==> config.mk <==
export PLATFORM = sky130hd
export DESIGN_NAME = line_engine_q_flat
export DESIGN_NICKNAME = d
export VERILOG_FILES = /design/src/rtl/line_engine_pkg.sv /design/src/rtl/line_engine_if.sv /design/src/rtl/line_cmd_fifo.sv /design/src/rtl/line_engine_q.sv /design/src/flat_wrapper.sv
export SDC_FILE = /design/constraint.sdc
export NUM_CORES = 1
export LEC_CHECK = 0
export ABC_AREA = 1
export ABC_CLOCK_PERIOD_IN_PS = 16900
export CAP_MARGIN = 30
export CORE_ASPECT_RATIO = 2
export CORE_MARGIN = 5
export CORE_UTILIZATION = 46
export DETAILED_ROUTE_END_ITERATION = 8
export GPL_ROUTABILITY_DRIVEN = 0
export PLACE_DENSITY = 0.68
export SKIP_CTS_REPAIR_TIMING = 1
export SLEW_MARGIN = 20
export SYNTH_ARGS = -nofsm -noshare
export SYNTH_HDL_FRONTEND = slang
export SYNTH_SLANG_ARGS = --single-unit
==> constraint.sdc <==
create_clock -name clk -period 16.9 [get_ports clk]
set_input_delay 3.38 -clock clk [delete_from_list [all_inputs] [get_ports clk]]
set_output_delay 3.38 -clock clk [all_outputs]
set_load 0.01 [all_outputs]
==> src/rtl/line_engine_pkg.sv <==
// Shared types and helpers for the line engine: FSM state encoding, burst
// geometry, the queued command record and the pen-to-byte-mask mapping.
package line_engine_pkg;

    localparam int PIX_PER_BURST   = 8;
    localparam int BEATS_PER_BURST = 2;
    localparam int PIX_PER_BEAT    = PIX_PER_BURST / BEATS_PER_BURST;

    // Widest legal coordinate; the queued record is sized for it and the
    // engine only consumes the low COORD_W bits of each field.
    localparam int COORD_W_MAX = 13;

    typedef enum logic [2:0] {
        ST_IDLE  = 3'd0,
        ST_SETUP = 3'd1,
        ST_STEP  = 3'd2,
        ST_BEAT0 = 3'd3,
        ST_BEAT1 = 3'd4
    } le_state_e;

    typedef struct packed {
        logic [COORD_W_MAX-1:0] x0;
        logic [COORD_W_MAX-1:0] y0;
        logic [COORD_W_MAX-1:0] x1;
        logic [COORD_W_MAX-1:0] y1;
        logic [23:0]            color;
    } le_cmd_t;

    // Byte mask for one beat: pixel p%4 of the beat owns bits [15-4*(p%4) -: 4];
    // a set pen bit enables (clears) its nibble.
    function automatic logic [15:0] pix_mask(input logic [7:0] pen, input logic beat);
        logic [3:0] sel;
        sel = beat ? pen[7:4] : pen[3:0];
        return {~{4{sel[0]}}, ~{4{sel[1]}}, ~{4{sel[2]}}, ~{4{sel[3]}}};
    endfunction

endpackage

==> src/rtl/line_engine_if.sv <==
// Bus bundle for the line engine: command push side from the graphics
// command processor and the af/wdf request side of the memory controller.
// master = environment (command source + FIFO status), slave = engine.
interface line_engine_if #(
    parameter int COORD_W = 10
);
    logic               cmd_valid;
    logic               cmd_ready;
    logic [COORD_W-1:0] cmd_x0;
    logic [COORD_W-1:0] cmd_y0;
    logic [COORD_W-1:0] cmd_x1;
    logic [COORD_W-1:0] cmd_y1;
    logic [31:0]        cmd_color;
    logic [31:0]        frame_base;
    logic               af_full;
    logic               wdf_full;
    logic [30:0]        af_addr_din;
    logic               af_wr_en;
    logic [127:0]       wdf_din;
    logic [15:0]        wdf_mask_din;
    logic               wdf_wr_en;

    modport master (
        output cmd_valid, cmd_x0, cmd_y0, cmd_x1, cmd_y1, cmd_color, frame_base,
        output af_full, wdf_full,
        input  cmd_ready, af_addr_din, af_wr_en, wdf_din, wdf_mask_din, wdf_wr_en
    );

    modport slave (
        input  cmd_valid, cmd_x0, cmd_y0, cmd_x1, cmd_y1, cmd_color, frame_base,
        input  af_full, wdf_full,
        output cmd_ready, af_addr_din, af_wr_en, wdf_din, wdf_mask_din, wdf_wr_en
    );

endinterface

==> src/rtl/line_cmd_fifo.sv <==
// Small synchronous first-word-fall-through FIFO for queued line commands.
// Pushes while full and pops while empty are ignored.
module line_cmd_fifo #(
    parameter int WIDTH = 8,
    parameter int DEPTH = 4
) (
    input  logic             clk,
    input  logic             rst_n,
    input  logic             push_i,
    input  logic [WIDTH-1:0] din_i,
    input  logic             pop_i,
    output logic [WIDTH-1:0] dout_o,
    output logic             full_o,
    output logic             empty_o
);

    localparam int         AW      = $clog2(DEPTH);
    localparam logic [AW:0]   DEPTH_C = DEPTH[AW:0];
    localparam logic [AW:0]   CNT_ONE = {{AW{1'b0}}, 1'b1};
    localparam logic [AW-1:0] PTR_ONE = {{(AW-1){1'b0}}, 1'b1};

    logic [WIDTH-1:0] mem_q [DEPTH];
    logic [AW-1:0]    wr_ptr_q;
    logic [AW-1:0]    rd_ptr_q;
    logic [AW:0]      cnt_q;
    logic             wr_en;
    logic             rd_en;

    assign full_o  = (cnt_q == DEPTH_C);
    assign empty_o = (cnt_q == '0);
    assign wr_en   = push_i && !full_o;
    assign rd_en   = pop_i && !empty_o;
    assign dout_o  = mem_q[rd_ptr_q];

    // Storage array; contents need no reset since count gates visibility.
    always_ff @(posedge clk) begin
        if (wr_en) begin
            mem_q[wr_ptr_q] <= din_i;
        end
    end

    // Pointers and occupancy; power-of-two depth lets pointers wrap freely.
    always_ff @(posedge clk or negedge rst_n) begin
        if (!rst_n) begin
            wr_ptr_q <= '0;
            rd_ptr_q <= '0;
            cnt_q    <= '0;
        end else begin
            if (wr_en) wr_ptr_q <= wr_ptr_q + PTR_ONE;
            if (rd_en) rd_ptr_q <= rd_ptr_q + PTR_ONE;
            case ({wr_en, rd_en})
                2'b10:   cnt_q <= cnt_q + CNT_ONE;
                2'b01:   cnt_q <= cnt_q - CNT_ONE;
                default: cnt_q <= cnt_q;
            endcase
        end
    end

endmodule

==> src/rtl/line_engine_q.sv <==
// Queued Bresenham line engine. Rasterises lines with inclusive endpoints and
// coalesces the pixels that land in one 8-pixel burst into a single masked
// two-beat write through the af/wdf FIFOs.
// Build option: define LE_CLIP_EN to drop pixels outside SCREEN_W x SCREEN_H
// and to skip bursts that end up with no pixel set.
//
//   state | meaning
//   IDLE  | wait for a queued command, pop and latch it with frame_base
//   SETUP | octant fold (steep swap, endpoint swap), init error term
//   STEP  | one pixel per cycle into the burst accumulator
//   BEAT0 | address + first data beat (pixels 0..3), waits on af/wdf full
//   BEAT1 | second data beat (pixels 4..7), waits on wdf full
module line_engine_q
    import line_engine_pkg::*;
#(
    parameter int COORD_W   = 10,
    parameter int CMD_DEPTH = 4,
    parameter int SCREEN_W  = 800,
    parameter int SCREEN_H  = 600
) (
    input  logic          clk,
    input  logic          rst_n,
    line_engine_if.slave  bus,
    output logic          busy_o
);

    localparam int CW    = COORD_W;
    localparam int EW    = COORD_W + 2;
    localparam int KEY_W = 2 * COORD_W - 3;
    localparam logic [CW-1:0] ONE_C = {{(CW-1){1'b0}}, 1'b1};

    function automatic logic [CW:0] abs_diff(input logic [CW-1:0] a, input logic [CW-1:0] b);
        return (a >= b) ? ({1'b0, a} - {1'b0, b}) : ({1'b0, b} - {1'b0, a});
    endfunction

    le_state_e state_q, state_d;

    le_cmd_t push_cmd, pop_cmd;
    logic    fifo_full, fifo_empty, push, pop;
    logic    rdy_en_q;

    logic [CW-1:0] c_x0_q, c_y0_q, c_x1_q, c_y1_q;
    logic [23:0]   color_q;
    logic [5:0]    fb6_q;

    logic [CW-1:0]        x_q, y_q, xe_q;
    logic [CW:0]          dx_q, ady_q;
    logic signed [EW-1:0] err_q;
    logic                 yneg_q, steep_q, last_q, last_d;
    logic [7:0]           pen_q;
    logic [KEY_W-1:0]     key_q;
    logic                 key_vld_q;

    logic ld_setup, set_pen, adv, clr_acc;
    logic af_we, wdf_we;
    logic [15:0] mask;

    // Setup datapath (octant fold of the latched command).
    logic [CW-1:0] s_x0, s_y0, s_x1, s_y1, f_x0, f_y0, f_x1, f_y1;
    logic          steep;

    // Step datapath.
    logic [CW-1:0]        col, row, y_adv;
    logic [KEY_W-1:0]     pix_key;
    logic                 key_hit, at_end;
    logic signed [EW-1:0] err_sub, err_adv;
`ifdef LE_CLIP_EN
    logic                 pix_in;
`endif

    logic unused_bits;
    assign unused_bits = ^{pop_cmd, bus.frame_base, bus.cmd_color, SCREEN_W, SCREEN_H};

    // Pack the incoming command into the queue record.
    always_comb begin
        push_cmd                = '0;
        push_cmd.x0[CW-1:0]     = bus.cmd_x0;
        push_cmd.y0[CW-1:0]     = bus.cmd_y0;
        push_cmd.x1[CW-1:0]     = bus.cmd_x1;
        push_cmd.y1[CW-1:0]     = bus.cmd_y1;
        push_cmd.color          = bus.cmd_color[23:0];
    end

    assign bus.cmd_ready = rdy_en_q && !fifo_full;
    assign push          = bus.cmd_valid && bus.cmd_ready;

    line_cmd_fifo #(
        .WIDTH ($bits(le_cmd_t)),
        .DEPTH (CMD_DEPTH)
    ) u_cmd_fifo (
        .clk     (clk),
        .rst_n   (rst_n),
        .push_i  (push),
        .din_i   (push_cmd),
        .pop_i   (pop),
        .dout_o  (pop_cmd),
        .full_o  (fifo_full),
        .empty_o (fifo_empty)
    );

    // Steep swap then left-to-right ordering of the latched endpoints.
    always_comb begin
        steep = abs_diff(c_y1_q, c_y0_q) > abs_diff(c_x1_q, c_x0_q);
        s_x0  = steep ? c_y0_q : c_x0_q;
        s_y0  = steep ? c_x0_q : c_y0_q;
        s_x1  = steep ? c_y1_q : c_x1_q;
        s_y1  = steep ? c_x1_q : c_y1_q;
        if (s_x0 > s_x1) begin
            f_x0 = s_x1; f_y0 = s_y1; f_x1 = s_x0; f_y1 = s_y0;
        end else begin
            f_x0 = s_x0; f_y0 = s_y0; f_x1 = s_x1; f_y1 = s_y1;
        end
    end

    // Current screen pixel, its burst key and the Bresenham advance.
    always_comb begin
        col     = steep_q ? y_q : x_q;
        row     = steep_q ? x_q : y_q;
        pix_key = {row, col[CW-1:3]};
        key_hit = !key_vld_q || (key_q == pix_key);
        at_end  = (x_q == xe_q);
        err_sub = err_q - $signed({1'b0, ady_q});
        err_adv = err_sub;
        y_adv   = y_q;
        if (err_sub[EW-1]) begin
            err_adv = err_sub + $signed({1'b0, dx_q});
            y_adv   = yneg_q ? (y_q - ONE_C) : (y_q + ONE_C);
        end
`ifdef LE_CLIP_EN
        pix_in = ({{(32-CW){1'b0}}, col} < SCREEN_W) && ({{(32-CW){1'b0}}, row} < SCREEN_H);
`endif
    end

    // FSM state register.
    always_ff @(posedge clk or negedge rst_n) begin
        if (!rst_n) state_q <= ST_IDLE;
        else        state_q <= state_d;
    end

    // Next state, datapath controls and memory strobes.
    always_comb begin
        state_d  = state_q;
        last_d   = last_q;
        pop      = 1'b0;
        ld_setup = 1'b0;
        set_pen  = 1'b0;
        adv      = 1'b0;
        clr_acc  = 1'b0;
        af_we    = 1'b0;
        wdf_we   = 1'b0;
        mask     = 16'hFFFF;
        case (state_q)
            ST_IDLE: begin
                if (!fifo_empty) begin
                    pop     = 1'b1;
                    state_d = ST_SETUP;
                end
            end
            ST_SETUP: begin
                ld_setup = 1'b1;
                state_d  = ST_STEP;
            end
            ST_STEP: begin
`ifdef LE_CLIP_EN
                if (!pix_in) begin
                    if (!at_end) begin
                        adv = 1'b1;
                    end else if (pen_q == 8'h00) begin
                        clr_acc = 1'b1;
                        state_d = ST_IDLE;
                    end else begin
                        last_d  = 1'b1;
                        state_d = ST_BEAT0;
                    end
                end else
`endif
                if (key_hit) begin
                    set_pen = 1'b1;
                    if (at_end) begin
                        last_d  = 1'b1;
                        state_d = ST_BEAT0;
                    end else begin
                        adv = 1'b1;
                    end
                end else begin
                    // Pixel belongs to another burst: flush, then revisit it.
                    last_d  = 1'b0;
                    state_d = ST_BEAT0;
                end
            end
            ST_BEAT0: begin
                mask = pix_mask(pen_q, 1'b0);
                if (!bus.af_full && !bus.wdf_full) begin
                    af_we   = 1'b1;
                    wdf_we  = 1'b1;
                    state_d = ST_BEAT1;
                end
            end
            ST_BEAT1: begin
                mask = pix_mask(pen_q, 1'b1);
                if (!bus.wdf_full) begin
                    wdf_we  = 1'b1;
                    clr_acc = 1'b1;
                    state_d = last_q ? ST_IDLE : ST_STEP;
                end
            end
            default: state_d = ST_IDLE;
        endcase
    end

    // cmd_ready is held low until the first clock after reset release.
    always_ff @(posedge clk or negedge rst_n) begin
        if (!rst_n) rdy_en_q <= 1'b0;
        else        rdy_en_q <= 1'b1;
    end

    // Command latch, iterator and burst accumulator.
    always_ff @(posedge clk or negedge rst_n) begin
        if (!rst_n) begin
            c_x0_q    <= '0;
            c_y0_q    <= '0;
            c_x1_q    <= '0;
            c_y1_q    <= '0;
            color_q   <= '0;
            fb6_q     <= '0;
            x_q       <= '0;
            y_q       <= '0;
            xe_q      <= '0;
            dx_q      <= '0;
            ady_q     <= '0;
            err_q     <= '0;
            yneg_q    <= 1'b0;
            steep_q   <= 1'b0;
            last_q    <= 1'b0;
            pen_q     <= '0;
            key_q     <= '0;
            key_vld_q <= 1'b0;
        end else begin
            last_q <= last_d;
            if (pop) begin
                c_x0_q  <= pop_cmd.x0[CW-1:0];
                c_y0_q  <= pop_cmd.y0[CW-1:0];
                c_x1_q  <= pop_cmd.x1[CW-1:0];
                c_y1_q  <= pop_cmd.y1[CW-1:0];
                color_q <= pop_cmd.color;
                fb6_q   <= bus.frame_base[27:22];
            end
            if (ld_setup) begin
                x_q       <= f_x0;
                y_q       <= f_y0;
                xe_q      <= f_x1;
                dx_q      <= {1'b0, f_x1} - {1'b0, f_x0};
                ady_q     <= abs_diff(f_y1, f_y0);
                yneg_q    <= (f_y1 < f_y0);
                steep_q   <= steep;
                err_q     <= $signed({2'b00, f_x1} - {2'b00, f_x0}) >>> 1;
                pen_q     <= '0;
                key_vld_q <= 1'b0;
            end
            if (set_pen) begin
                pen_q[col[2:0]] <= 1'b1;
                key_q           <= pix_key;
                key_vld_q       <= 1'b1;
            end
            if (adv) begin
                x_q   <= x_q + ONE_C;
                y_q   <= y_adv;
                err_q <= err_adv;
            end
            if (clr_acc) begin
                pen_q     <= '0;
                key_vld_q <= 1'b0;
            end
        end
    end

    assign bus.af_addr_din  = 31'({fb6_q, key_q, 2'b00});
    assign bus.af_wr_en     = af_we;
    assign bus.wdf_wr_en    = wdf_we;
    assign bus.wdf_mask_din = mask;
    assign bus.wdf_din      = {4{8'h00, color_q}};
    assign busy_o           = !fifo_empty || (state_q != ST_IDLE);

endmodule

==> src/flat_wrapper.sv <==
// flat-port wrapper written by rule: the top's interface ports become plain ports
module line_engine_q_flat import line_engine_pkg::*;
#(
    parameter int COORD_W   = 10,
    parameter int CMD_DEPTH = 4,
    parameter int SCREEN_W  = 800,
    parameter int SCREEN_H  = 600
)
  (clk, rst_n, busy_o, bus_cmd_valid, bus_cmd_x0, bus_cmd_y0, bus_cmd_x1, bus_cmd_y1, bus_cmd_color, bus_frame_base, bus_af_full, bus_wdf_full, bus_cmd_ready, bus_af_addr_din, bus_af_wr_en, bus_wdf_din, bus_wdf_mask_din, bus_wdf_wr_en);
  line_engine_if #(.COORD_W(COORD_W)) bus_i ();
  input  logic clk;
  input  logic rst_n;
  output logic busy_o;
  input wire logic [$bits(bus_i.cmd_valid)-1:0] bus_cmd_valid;
  input wire logic [$bits(bus_i.cmd_x0)-1:0] bus_cmd_x0;
  input wire logic [$bits(bus_i.cmd_y0)-1:0] bus_cmd_y0;
  input wire logic [$bits(bus_i.cmd_x1)-1:0] bus_cmd_x1;
  input wire logic [$bits(bus_i.cmd_y1)-1:0] bus_cmd_y1;
  input wire logic [$bits(bus_i.cmd_color)-1:0] bus_cmd_color;
  input wire logic [$bits(bus_i.frame_base)-1:0] bus_frame_base;
  input wire logic [$bits(bus_i.af_full)-1:0] bus_af_full;
  input wire logic [$bits(bus_i.wdf_full)-1:0] bus_wdf_full;
  output wire logic [$bits(bus_i.cmd_ready)-1:0] bus_cmd_ready;
  output wire logic [$bits(bus_i.af_addr_din)-1:0] bus_af_addr_din;
  output wire logic [$bits(bus_i.af_wr_en)-1:0] bus_af_wr_en;
  output wire logic [$bits(bus_i.wdf_din)-1:0] bus_wdf_din;
  output wire logic [$bits(bus_i.wdf_mask_din)-1:0] bus_wdf_mask_din;
  output wire logic [$bits(bus_i.wdf_wr_en)-1:0] bus_wdf_wr_en;
  assign bus_i.cmd_valid = bus_cmd_valid;
  assign bus_i.cmd_x0 = bus_cmd_x0;
  assign bus_i.cmd_y0 = bus_cmd_y0;
  assign bus_i.cmd_x1 = bus_cmd_x1;
  assign bus_i.cmd_y1 = bus_cmd_y1;
  assign bus_i.cmd_color = bus_cmd_color;
  assign bus_i.frame_base = bus_frame_base;
  assign bus_i.af_full = bus_af_full;
  assign bus_i.wdf_full = bus_wdf_full;
  assign bus_cmd_ready = bus_i.cmd_ready;
  assign bus_af_addr_din = bus_i.af_addr_din;
  assign bus_af_wr_en = bus_i.af_wr_en;
  assign bus_wdf_din = bus_i.wdf_din;
  assign bus_wdf_mask_din = bus_i.wdf_mask_din;
  assign bus_wdf_wr_en = bus_i.wdf_wr_en;
  line_engine_q #(.COORD_W(COORD_W), .CMD_DEPTH(CMD_DEPTH), .SCREEN_W(SCREEN_W), .SCREEN_H(SCREEN_H)) u_core (.clk(clk), .rst_n(rst_n), .bus(bus_i), .busy_o(busy_o));
endmodule
==> impl_metrics.toml <==
[worst_setup_path]
startpoint_type = "register"
critPathArrivalTime_ns = 11.64
r2r-start = "u_core.c_y1_q[1]"
crit_path_frequent_cell = "nand2_1"
worst_path_max_delay_cell = "o21ai_0"
cpPeakStageDelay_ns = 0.59
rr_endpoint = "u_core.ady_q[6]"
rrSetupSlack_ns = 5.74
reg2reg_depth = 48
worstPathRequired_ns = 17.38
endpoint_kind = "register"
crit_buf_inv = 6
critPathMaxFanout = 81
worst-setup-path-type = "register to register"
critPathTopFamily = "compound AO/OA/AOI/OAI gates"

[route]
drc_errors = 0
routed_via_density = 5.47
vias = 18300
drtAntennaViolNets = 0
wl_per_cell_microns = 18.8
first_pass_iters = 6
drtIter0Drc = 1066
drt-total-wl_microns = 62800

[yosys]
ys_types = 59
ys_seq_elements = 430
synth-edff-count = 256
avgSynthCellArea_sq_um = 9.14
syn_inst = 2580
synth_ff_type = "edfxtp_1"
yosysWarnings = 0
ys_seq_area_frac = 0.511
netlist_area_sq_mm = 0.0236
synthArstFlopShare = 0.405

[final_layout]
mostFrequentLayoutCells = "nand2_1, o21ai_0, nor2_1, edfxtp_1, inv_1"
area_delta_synth_final_pct = 13.5
final_common_cell = "nand2_1"
nNetsFinal = 2895
fin_util = 0.527
drive_gt1_frac = 0.0517
n_antenna_cell = 0

[timing]
setup_violations = 0
clock.fmax_mhz = 89.6
tightest_slew_ns = 0.883
setup_tns_ns = 0
fin_crit_sh = 0.660
hold_viol_final = 0
final-max-slew-violation-count = 0
finalClockSkew_ns = 0.0292
layout_min_cycle_time_ns = 11.16
relSlewSlack = 0.412
rsz0062_at_grt = "false"
fin_ws_ns = 5.74

[global_routing]
grt_pass1_vias = 18800
track_usage = 0.219
grt_max_degree = 85
grt.overflow.total = 0
grt_pass1_wl_microns = 97000
antenna_found_initial = 2

[floorplan]
die_y_microns = 330
die_w_microns = 170
start_util = 0.464
dieArea_sq_mm = 0.0562
row_count = 117
core_area_sq_mm = 0.0508
pin_count = 288

[min_path]
hold_start = "u_core.fb6_q[3]"
min_path_type = "register to register"
hold-path-endpoint = "u_core.fb6_q[3]"
holdPathStages = 2

[place]
dp_hpwl_microns = 44200
pre_cts_slack_ns = 6.09
port_buffers = 213

[clock_network]
path_clk_slew_ns = 0.07
cts_sinks = 430
clk_latency_ns = 0.57
tritoncts.num_buffers = 38
tritoncts = "yes"
clock_path_buffers = 3
htree_levels = 2
cts_root_buf = "clkbuf_16"

[job]
max_cap_viol_count = 0

[run_status]
run_status = "finished, final reports clean"
## how the worst max path moves through the flow
stage                      from              end  slack [ns]  cells after the start
4_1_cts        u_core.c_y1_q[1]  u_core.ady_q[6]        6.06                     48
3_5_place_dp   u_core.c_y1_q[1]  u_core.ady_q[6]        6.09                     48
3_3_place_gp   u_core.c_y1_q[1]  u_core.ady_q[5]        6.39                     48
2_1_floorplan  u_core.c_x1_q[1]  u_core.ady_q[6]        8.96                     59
6_report       u_core.c_y1_q[1]  u_core.ady_q[6]        5.74                     48
5_1_grt        u_core.c_y1_q[1]  u_core.ady_q[6]        4.82                     51
## per-stage QoR
stage / area (sq um) / std cells / hold WS (ns)
after floorplan: 23700 / 2619 / 0.455
after global routing: 26800 / 3342 / 0.514
final: 26800 / 3342 / 0.482
after detailed placement: 25500 / 3273 / 0.467
after CTS: 26800 / 3342 / 0.483
after global placement: 25500 / 3273 / 0.457
## worst reg2reg max path: cells and delay by family, from the launching register on
kind	cells	cell delay, ns
compound gates	17	4.43
xor+xnor	2	0.61
flops	1	0.44
buf+inv	6	1.00
fa+ha+maj	4	1.50
simple gates	19	3.08
## per-layer routing
| layer | wire [microns] | GRT usage |
|---|---|---|
| met1 | 21600 | 0.220 |
| met5 | 27 | 0 |
| met4 | 5140 | 0.162 |
| met2 | 32300 | 0.396 |
| met3 | 3680 | 0.0392 |
## cell families (layout without fill, tap and decap cells)
| group | count (synthesis) | count (layout) | share of synthesized area |
|---|---|---|---|
| other | 2 | 41 | 0.000319 |
| flip-flops | 430 | 430 | 0.511 |
| adder cells (fa/ha/maj) | 127 | 127 | 0.0706 |
| multiplexers | 3 | 3 | 0.00138 |
| AO/OA/AOI/OAI | 586 | 586 | 0.137 |
| buffers and inverters | 471 | 540 | 0.0971 |
| AND/OR/NAND/NOR | 881 | 881 | 0.153 |
| XOR/XNOR | 80 | 80 | 0.0297 |
## area by class of cell
cell class	instances	area [sq um]
repair buffers	228	2250
flip-flops and latches	430	12000
inverters	243	913
well taps	654	818
fillers	4477	24000
clock buffers	45	1020
multi-input cells	1718	9440
clock inverters	24	282
## flip-flops by register name, summed over array words and instances (netlist names), 2 cells and up
name,cells
u_core.c_x1_q,10
u_core.pen_q,8
u_core.key_q,17
u_core.x_q,10
u_core.u_cmd_fifo.cnt_q,3
u_core.c_y1_q,10
u_core.u_cmd_fifo.rd_ptr_q,2
u_core.state_q,3
u_core.c_y0_q,10
u_core.u_cmd_fifo.wr_ptr_q,2
u_core.dx_q,11
u_core.fb6_q,6
u_core.ady_q,11
u_core.xe_q,10
u_core.y_q,10
u_core.u_cmd_fifo.mem_q,256
u_core.color_q,24
u_core.err_q,12
u_core.c_x0_q,10
## synth_stat cells, drive strengths merged (2+ instances only)
cell type | number | area share
o21a | 2 | 0.00064
a31oi | 28 | 0.0077
dfrtp | 174 | 0.18
clkinv | 2 | 0.00032
mux2 | 2 | 0.00096
a21oi | 107 | 0.023
xor2 | 67 | 0.025
a2111oi | 3 | 0.0011
nand3 | 67 | 0.016
or2 | 10 | 0.0027
o221ai | 11 | 0.0041
a22o | 3 | 0.0011
clkbuf | 80 | 0.013
edfxtp | 256 | 0.33
conb | 2 | 0.00032
nor2 | 274 | 0.044
nand4 | 15 | 0.0046
a221oi | 6 | 0.0022
xnor2 | 13 | 0.0048
nand3b | 3 | 0.00096
ha | 117 | 0.062
a21o | 2 | 0.00064
nor3 | 11 | 0.0025
o31ai | 3 | 0.00096
buf | 148 | 0.046
o21bai | 3 | 0.00096
inv | 241 | 0.038
fa | 10 | 0.0085
o21ai | 352 | 0.075
o211ai | 8 | 0.0025
o2111ai | 4 | 0.0015
a211oi | 3 | 0.00096
nor4 | 7 | 0.0019
o22ai | 45 | 0.012
nand2 | 492 | 0.080
Power is left out: the tool's default activity adds up to more than one toggle a clock period on the data nets, which glitch-free logic cannot reach.
